`config.mk`:
```
export PLATFORM = sky130hd
export DESIGN_NAME = mux_add_param
export DESIGN_NICKNAME = d
export VERILOG_FILES = /design/src/rtl/mux_add_param.sv
export SDC_FILE = /design/constraint.sdc
export NUM_CORES = 1
export LEC_CHECK = 0
export BUFFER_PORTS_ARGS = -buffer_cell sky130_fd_sc_hd__buf_4
export CAP_MARGIN = 20
export CELL_PAD_IN_SITES_DETAIL_PLACEMENT = 1
export CELL_PAD_IN_SITES_GLOBAL_PLACEMENT = 2
export CORE_MARGIN = 3
export CORE_UTILIZATION = 29
export CTS_CLUSTER_DIAMETER = 30
export DETAILED_ROUTE_END_ITERATION = 12
export PLACE_DENSITY_LB_ADDON = 0.08
export SYNTH_ARGS = -nofsm -noshare
export SYNTH_HDL_FRONTEND = slang
export SYNTH_SLANG_ARGS = --single-unit
```
`constraint.sdc`:
```
create_clock -name clk -period 3.1 [get_ports clk]
set_input_delay 0.155 -clock clk [delete_from_list [all_inputs] [get_ports clk]]
set_output_delay 0.155 -clock clk [all_outputs]
set_load 0.05 [all_outputs]
```
`src/rtl/mux_add_param.sv`:
```
// rtl/mux_add_param.sv - mux-based scaled adder for unary bitstreams, internal round-robin/LFSR select
// Optional ones counter: define MUXADD_OCNT_EN to add the ocnt/ocnt_clr ports.
module mux_add_param #(
  parameter int INUM    = 8,
  parameter int LOGINUM = $clog2(INUM),
  parameter int CWIDTH  = 8
) (
  input  logic               clk,
  input  logic               rst,
  input  logic               en,
  input  logic [1:0]         mode,
  input  logic [LOGINUM-1:0] sel_ext,
  input  logic [INUM-1:0]    in,
  output logic               out,
  output logic               out_valid,
  output logic [LOGINUM-1:0] sel_cur
`ifdef MUXADD_OCNT_EN
  ,
  input  logic               ocnt_clr,
  output logic [CWIDTH-1:0]  ocnt
`endif
);

  // Maximal-length feedback taps (bit positions of lf) for LOGINUM 2..8.
  function automatic logic [7:0] taps_for(input int n);
    case (n)
      2:       taps_for = 8'b0000_0011;
      3:       taps_for = 8'b0000_0110;
      4:       taps_for = 8'b0000_1100;
      5:       taps_for = 8'b0001_0100;
      6:       taps_for = 8'b0011_0000;
      7:       taps_for = 8'b0110_0000;
      8:       taps_for = 8'b1011_1000;
      default: taps_for = 8'b0000_0001;
    endcase
  endfunction

  localparam logic [7:0] TAPS = taps_for(LOGINUM);

  logic [LOGINUM-1:0] rr;
  logic [LOGINUM-1:0] lf;
  logic [LOGINUM-1:0] lf_next;
  logic [LOGINUM-1:0] s;
  logic               bit_sel;

  always_comb begin
    s = rr;
    case (mode)
      2'b00:   s = sel_ext;
      2'b10:   s = lf;
      default: s = rr;
    endcase
  end

  assign bit_sel = in[s];

  // The all-zero-low-bits term splices state 0 into the cycle (de Bruijn).
  generate
    if (LOGINUM == 1) begin : g_lf1
      assign lf_next = ~lf;
    end else begin : g_lfn
      assign lf_next = {lf[LOGINUM-2:0],
                        (^(lf & TAPS[LOGINUM-1:0])) ^ (lf[LOGINUM-2:0] == '0)};
    end
  endgenerate

  always_ff @(posedge clk) begin
    if (rst) begin
      out       <= 1'b0;
      out_valid <= 1'b0;
      sel_cur   <= '0;
      rr        <= '0;
      lf        <= LOGINUM'(1);
    end else begin
      out_valid <= en;
      if (en) begin
        out     <= bit_sel;
        sel_cur <= s;
        if (mode == 2'b10)
          lf <= lf_next;
        else if (mode != 2'b00)
          rr <= rr + LOGINUM'(1);
      end
    end
  end

`ifdef MUXADD_OCNT_EN
  logic one_emitted;
  assign one_emitted = en & bit_sel;

  always_ff @(posedge clk) begin
    if (rst)
      ocnt <= '0;
    else if (ocnt_clr)
      ocnt <= one_emitted ? CWIDTH'(1) : '0;
    else if (one_emitted && (ocnt != {CWIDTH{1'b1}}))
      ocnt <= ocnt + CWIDTH'(1);
  end
`endif

endmodule
```
# Word level (Yosys, flattened, before mapping)
# Index checks and enable logic that the tools add are counted.
# word_totals
inputBits	16
register_bits	11
# op_classes
n_addsub	1
eq_ne	1
muxes	3
order_cmp	1
reduce_logical	6
bitwise	2
# op_table
op	n
$pmux W3 S2	1
$logic_not A2 Y1	2
$lt A3 B4 Y1 const B	1
$add A3 B1 Y3 const B	1
$bmux W1 S3	1
$reduce_and A3 Y1	1
$reduce_xor A3 Y1	1
$eq A2 B2 Y1 const B	1
$reduce_and A2 Y1	1
$reduce_bool A2 Y1	1
$mux W1	1
$not A1 Y1	1
$xor A1 B1 Y1	1

# Depth between registers and ports, before layout
# Gate-level depths: netlist (run 1).
# depth
depth_word	4
depth_mapped	6
ltp_nobuf	5

# Worst setup path before layout (run 1)
# Ideal clock, no wire load.
# synth_path
path_type	reg-to-reg
start	reg lf[1]
end	reg out
t_arrival_ps	1280
required_time_ps	2964
path_stages_with_launch	6
path_buffers	0
setup_ps	136
slack_ps	1685
path_cell_list	dfxtp_1 > mux2i_1 > o21ai_2 > mux2_2 > o2111ai_1 > a41oi_2
# synth_via
elab_chain_cells	3
# synth_rtl
item	line	rtl
start, declared	41	logic [LOGINUM-1:0] lf;
start signal, assigned	80	lf <= lf_next;
$pmux W3 S2	48	case (mode)
$bmux W1 S3	55	assign bit_sel = in[s];
$mux W1 (implied by the code)	55	
end signal, assigned	77	out <= bit_sel;
end, declared	14	output logic out,
# No other way between the ends. The select of a mux whose other input is x is not followed.
# A chain may end at the register's enable or synchronous reset.

# Worst setup path in the final report (run 1)
# Ends and elaborated chain as after synthesis.

==> reports/qor.yml, run 1 <==
run_status:
  status: "completed"
global_route:
  track_usage_pct: 11.90
  globalRouteOverflowTotal: 0
  grt_pass1_vias: 539
  grt_start_max_net_pins: 12
  grt_pass1_wl_mm: 2.387
  antenna_found_initial: 0
setup_path:
  rrSetupSlack_ps: 1530
  path_cells: "mux2i_1, o21ai_2, mux2_2, o2111ai_1, a41oi_2"
  path_max_fanout: 5
  required_ps: 3240
  slowest_delay_ps: 390
  crit_path_end_kind: "flip-flop"
  crit_path_start_kind: "flip-flop"
  r2r-start: "lf[1]$_SDFFE_PP0P_"
  crit_arrival_ps: 1700
  slowest_stage: "dfxtp_1"
  critical_path.startpoint: "lf[1]$_SDFFE_PP0P_"
  worstSetupPathType: "reg -> reg"
power_and_ir_drop:
  ir_drop_mv: 0.2080
  p_leak_nw: 0.3619
  cellPowerDensity_nw_per_um2: 411.9
flow_run:
  drv_cap: 0
sta:
  fin_crit_ps: 1566
  fmax_mhz: 638.4
  rsz0062_at_grt: "no"
  setup_viol: 0
  worstMarginPinSlew_ps: 299.3
  setup_tns_ps: 0
  fin_ws_ps: 1534
  max_slew_margin_pct: 79.47
  min_period_over_period_pct: 50.53
  slew_viol_final: 0
  hold_violations: 0
  fin_skew_ps: 3.738
routing:
  vias: 515
  antenna_left: 0
  highest_layer: "met4"
  firstDrtPassIters: 1
  viasPerCell: 4.682
  dr_wl_met3_um: 79
  m1WireLength_um: 690
  finalWirelength_mm: 1.413
  detail_route.drc_violations: 0
  wl_per_cell_um: 12.85
  wl_met2_um: 629
  drtIter0Drc: 0
floorplanning:
  die_h_um: 51.75
  initial_utilization_pct: 32.99
  io_pins: 21
  die_x_um: 51.75
  core_um2: 1839
  rows: 15
  die_area_um2: 2678
layout:
  nNetsFinal: 103
  drive_gt1_share_pct: 34.12
  area_growth_pct: 29.69
  final_cell_mix: "buf_4 (20), dfxtp_1 (11), mux2i_1 (8)"
  antenna_cells: 0
  final_common_cell: "buf_4"
  fill_cells: 239
  final_util_pct: 42.79
synthesis:
  syn_inst: 64
  postSynthAreaPerCell_um2: 9.482
  syn-cell-area_um2: 606.8
  yosys_warnings: 0
  synth_nets: 81
  ys_ff_latch: 11
  synth.distinct_cells: 28
  ys_seq_area_share_pct: 36.29
clock_network:
  cts-resized-gates: 0
  cts-root-buf: "clkbuf_4"
  post_cts_buffers: 0
  cts_max_path_buffers: 2
  tritoncts: "yes"
  clock_latency_ps: 260
  numCtsBuffers: 3
  htreeDepth: 1
  clkSinkCount: 11
  clk_pin_slew_ps: 70
  hold_buffers: 0
placed_design:
  io_buffers: 20
  place_congestion: 0.7068
  pre_cts_ws_ps: 1544
hold_path:
  holdCritStartpoint: "rst"
  min_path_type: "in -> reg"
## cells in the mapped netlist, drive strengths merged
| cell | count | area (µm²) |
|---|---|---|
| dfxtp | 11 | 220.2 |
| mux2i | 8 | 80.08 |
| nor2 | 7 | 26.28 |
| nand2 | 4 | 15.01 |
| nand2b | 4 | 32.53 |
| a21oi | 3 | 15.01 |
| mux2 | 3 | 33.78 |
| nand3 | 3 | 15.01 |
| buf | 2 | 18.77 |
| inv | 2 | 7.510 |
| o211ai | 2 | 15.01 |
| o21a | 2 | 16.27 |
| o21ai | 2 | 13.76 |
| xor2 | 2 | 17.52 |
| a41oi | 1 | 16.27 |
| dlygate4sd1 | 1 | 8.760 |
| ha | 1 | 12.51 |
| nand3b | 1 | 7.510 |
| nor2b | 1 | 6.260 |
| nor3b | 1 | 7.510 |
| o2111ai | 1 | 8.760 |
| o22ai | 1 | 6.260 |
| or3 | 1 | 6.260 |
## worst max-delay path, delay by kind of cell (launching register included)
| kind | cells | cell delay [ps] |
|---|---|---|
| muxes | 2 | 510 |
| AOI/OAI and AO/OA | 3 | 560 |
| DFF | 1 | 390 |
## cell families (layout without fill, tap and decap cells)
logic type                 count (synthesis)  after routing  share of synthesized area (%)
AOI/OAI and AO/OA                         12             12                          15.05
xor gates and xnor gates                   2              2                          2.887
adders and majority gates                  1              1                          2.062
buffers and inverters                      5             26                          5.774
DFF                                       11             11                          36.29
muxes                                     11             11                          18.76
and+or+nand+nor                           22             22                          19.18
## final cells by class
type,count,area (µm²),area share (%)
Multi-Input combinational cell,48,351.6,44.67
Sequential cell,11,220.2,27.98
Clock buffer,4,26.28,3.339
Tap cell,25,31.28,3.975
Timing Repair Buffer,20,150.1,19.08
Inverter,2,7.507,0.9539
## registers in the layout, indices dropped and copies added, names as in the netlist
signal / cells
lf: 3
sel_cur: 3
out: 1
out_valid: 1
rr: 3
## through the flow
| step | total power, mW | cells | instance area [µm²] | hold WS, ps |
|---|---|---|---|---|
| after floorplan | 0.2050 | 64 | 606.8 | 226.6 |
| after global placement | 0.2319 | 106 | 760.7 | 417.4 |
| after detailed placement | 0.2318 | 106 | 760.7 | 421.6 |
| after CTS | 0.3315 | 110 | 787.0 | 130.4 |
| after global routing | 0.3434 | 110 | 787.0 | 141.4 |
| final | 0.3242 | 110 | 787.0 | 133.6 |
## where the power goes
group | total, mW | switching, mW | internal (mW)
clock network | 0.0965 | 0.0468 | 0.0497
registers | 0.153 | 0.00466 | 0.148
logic | 0.0749 | 0.0395 | 0.0355
## per-layer routing
metal	global-route usage [%]	vias to the layer above
met2	18.64	11
met4	6.550	0
met3	2.292	2
met1	15.21	235
li1	-	267
met5	0	-
## path summary, 6_finish.rpt
kind                              to  cells past startpoint
max                 out$_SDFFE_PP0P_                      5
min                 out$_SDFFE_PP0P_                      2
max reg2reg         out$_SDFFE_PP0P_                      5
min reg2reg  sel_cur[2]$_SDFFE_PP0P_                      2
Power figures use the tool's default switching activity.
==> run 2, diff against run 1 <==
CORE_UTILIZATION = 27   (was 29)
clock period = 1.5 ns   (was 3.1 ns; I/O delays follow)
==> run 2 against run 1 <==
  * Global-route usage increased by 0.44 points
  * Maximum frequency increased by 9.7%
  * Power increased by 110%
  * Sequential power increased by 110%
  * Largest power group unchanged
  * Routed wire length decreased by 0.14%
  * Via count increased by 5.0%
  * Cell area increased by 3.8%
  * Sequential share of layout area decreased by 0.88 points
  * Clock skew about the same
  * Utilization decreased by 2.8 points
  * Critical endpoint unchanged
==> reports/qor.yml, run 2 (synthesis gave the netlist of run 1 again) <==
sta:
  setup_tns_ps: 0
  fin_hold_ws_ps: 55.84
  hold_violations: 0
  setup_viol: 0
  fin_skew_ps: 4.138
  fin_ws_ps: 72.41
  slew_viol_final: 0
  fmax_mhz: 700.5
  min_period_over_period_pct: 95.17
  fin_crit_ps: 1428
  max_slew_margin_pct: 82.79
  worstMarginPinSlew_ps: 253.1
global_route:
  grt_start_max_net_pins: 12
  antenna_found_initial: 0
  track_usage_pct: 12.34
  globalRouteOverflowTotal: 0
  grt_pass1_wl_mm: 2.428
  grt_pass1_vias: 558
placed_design:
  place_inst: 109
  place.detailed.hpwl_mm: 1.082
  place_congestion: 0.6646
  dpl_cell_area_um2: 770.7
  pre_cts_ws_ps: 14.90
  io_buffers: 20
layout:
  nNetsFinal: 106
  final_common_cell: "buf_4"
  final_area_um2: 817.0
  finalNonFillerCells: 115
  drive_gt1_share_pct: 38.64
  final_util_pct: 40.01
  antenna_cells: 0
  area_growth_pct: 34.64
  final_cell_mix: "buf_4 (23), dfxtp_1 (10), mux2i_1 (7), nor2_1 (7), nand2_1 (4)"
  reg.largest.list: "lf (3), rr (3), sel_cur (3)"
setup_path:
  crit_path_end_kind: "flip-flop"
  critical_path.startpoint: "lf[1]$_SDFFE_PP0P_"
  worstSetupPathType: "reg -> reg"
  required_ps: 1700
  crit_arrival_ps: 1630
  rr_worst_depth: 5
  path_max_fanout: 3
  crit_path_start_kind: "flip-flop"
  crit_path_end: "out$_SDFFE_PP0P_"
  rrSetupSlack_ps: 70
  r2r-start: "lf[1]$_SDFFE_PP0P_"
  r2r_end: "out$_SDFFE_PP0P_"
routing:
  wl_met2_um: 588
  firstDrtPassIters: 2
  dr_wl_met3_um: 110
  drtIter0Drc: 2
  vias: 541
  finalWirelength_mm: 1.411
  antenna_left: 0
  highest_layer: "met4"
  m1WireLength_um: 672
  wl_per_cell_um: 12.27
  viasPerCell: 4.704
  detail_route.drc_violations: 0
clock_network:
  htreeDepth: 1
  cts-root-buf: "clkbuf_4"
  hold_buffers: 0
  numCtsBuffers: 3
  clock_latency_ps: 270
  cts_max_path_buffers: 2
  clkSinkCount: 11
  clk_pin_slew_ps: 70
  tritoncts: "yes"
floorplanning:
  rows: 16
  io_pins: 21
  initial_utilization_pct: 29.72
  core_um2: 2042
  die_h_um: 53.41
  die_area_um2: 2853
  die_x_um: 53.41
hold_path:
  holdPathStages: 2
  min_path_type: "in -> reg"
power_and_ir_drop:
  cellPowerDensity_nw_per_um2: 841.0
  ir_drop_mv: 0.4697
  finalPower_mw: 0.6871
  p_leak_nw: 0.3760
run_status:
  status: "completed"
flow_run:
  drv_cap: 0
run 2: cell count changes in the layout (fill, tap and decap cells not counted):
| cell | change |
|---|---|
| dfxtp_2 | +1 |
| mux2i_1 | -1 |
| mux2i_2 | +1 |
| buf_4 | +3 |
| dfxtp_1 | -1 |
run 2: power breakdown:
part,switching [mW],internal [mW]
Combinational,0.0834,0.0805
Sequential,0.00878,0.306
Clock,0.105,0.103
run 2: worst min path at each step:
| stage | start | end |
|---|---|---|
| 2_1_floorplan | rst | out_valid$_SDFF_PP0_ |
| 3_3_place_gp | rst | out$_SDFFE_PP0P_ |
| 3_5_place_dp | rst | out$_SDFFE_PP0P_ |
| 4_1_cts | rst | out$_SDFFE_PP0P_ |
| 5_1_grt | rst | out$_SDFFE_PP0P_ |
| 6_report | rst | out$_SDFFE_PP0P_ |
run 2: final cells by class:
class / instances / area, µm²
clock buffer: 4 / 26.28
fill: 250 / 1225
tap: 27 / 33.78
inverter: 2 / 7.507
sequential: 11 / 221.5
multi-input combinational: 48 / 355.3
timing repair buffer: 23 / 172.7
run 2: worst max-delay path: stages (launching register included):
cell	delay [ps]
dfxtp_1	320
mux2i_2	240
o21ai_2	110
buf_4	140
or3_1	380
a41oi_2	170
run 2: repair_timing:
action                                  in CTS  in global routing
pin swaps                                    1                  0
buffers inserted                             2                  0
endpoints found under the setup margin       1                  1
resized for setup                            0                  2
run 2: routing by layer:
metal	GRT usage, %	up-vias
met1	15.27	249
met4	8.936	0
li1	-	271
met2	17.55	16
met3	3.944	5
met5	0	-
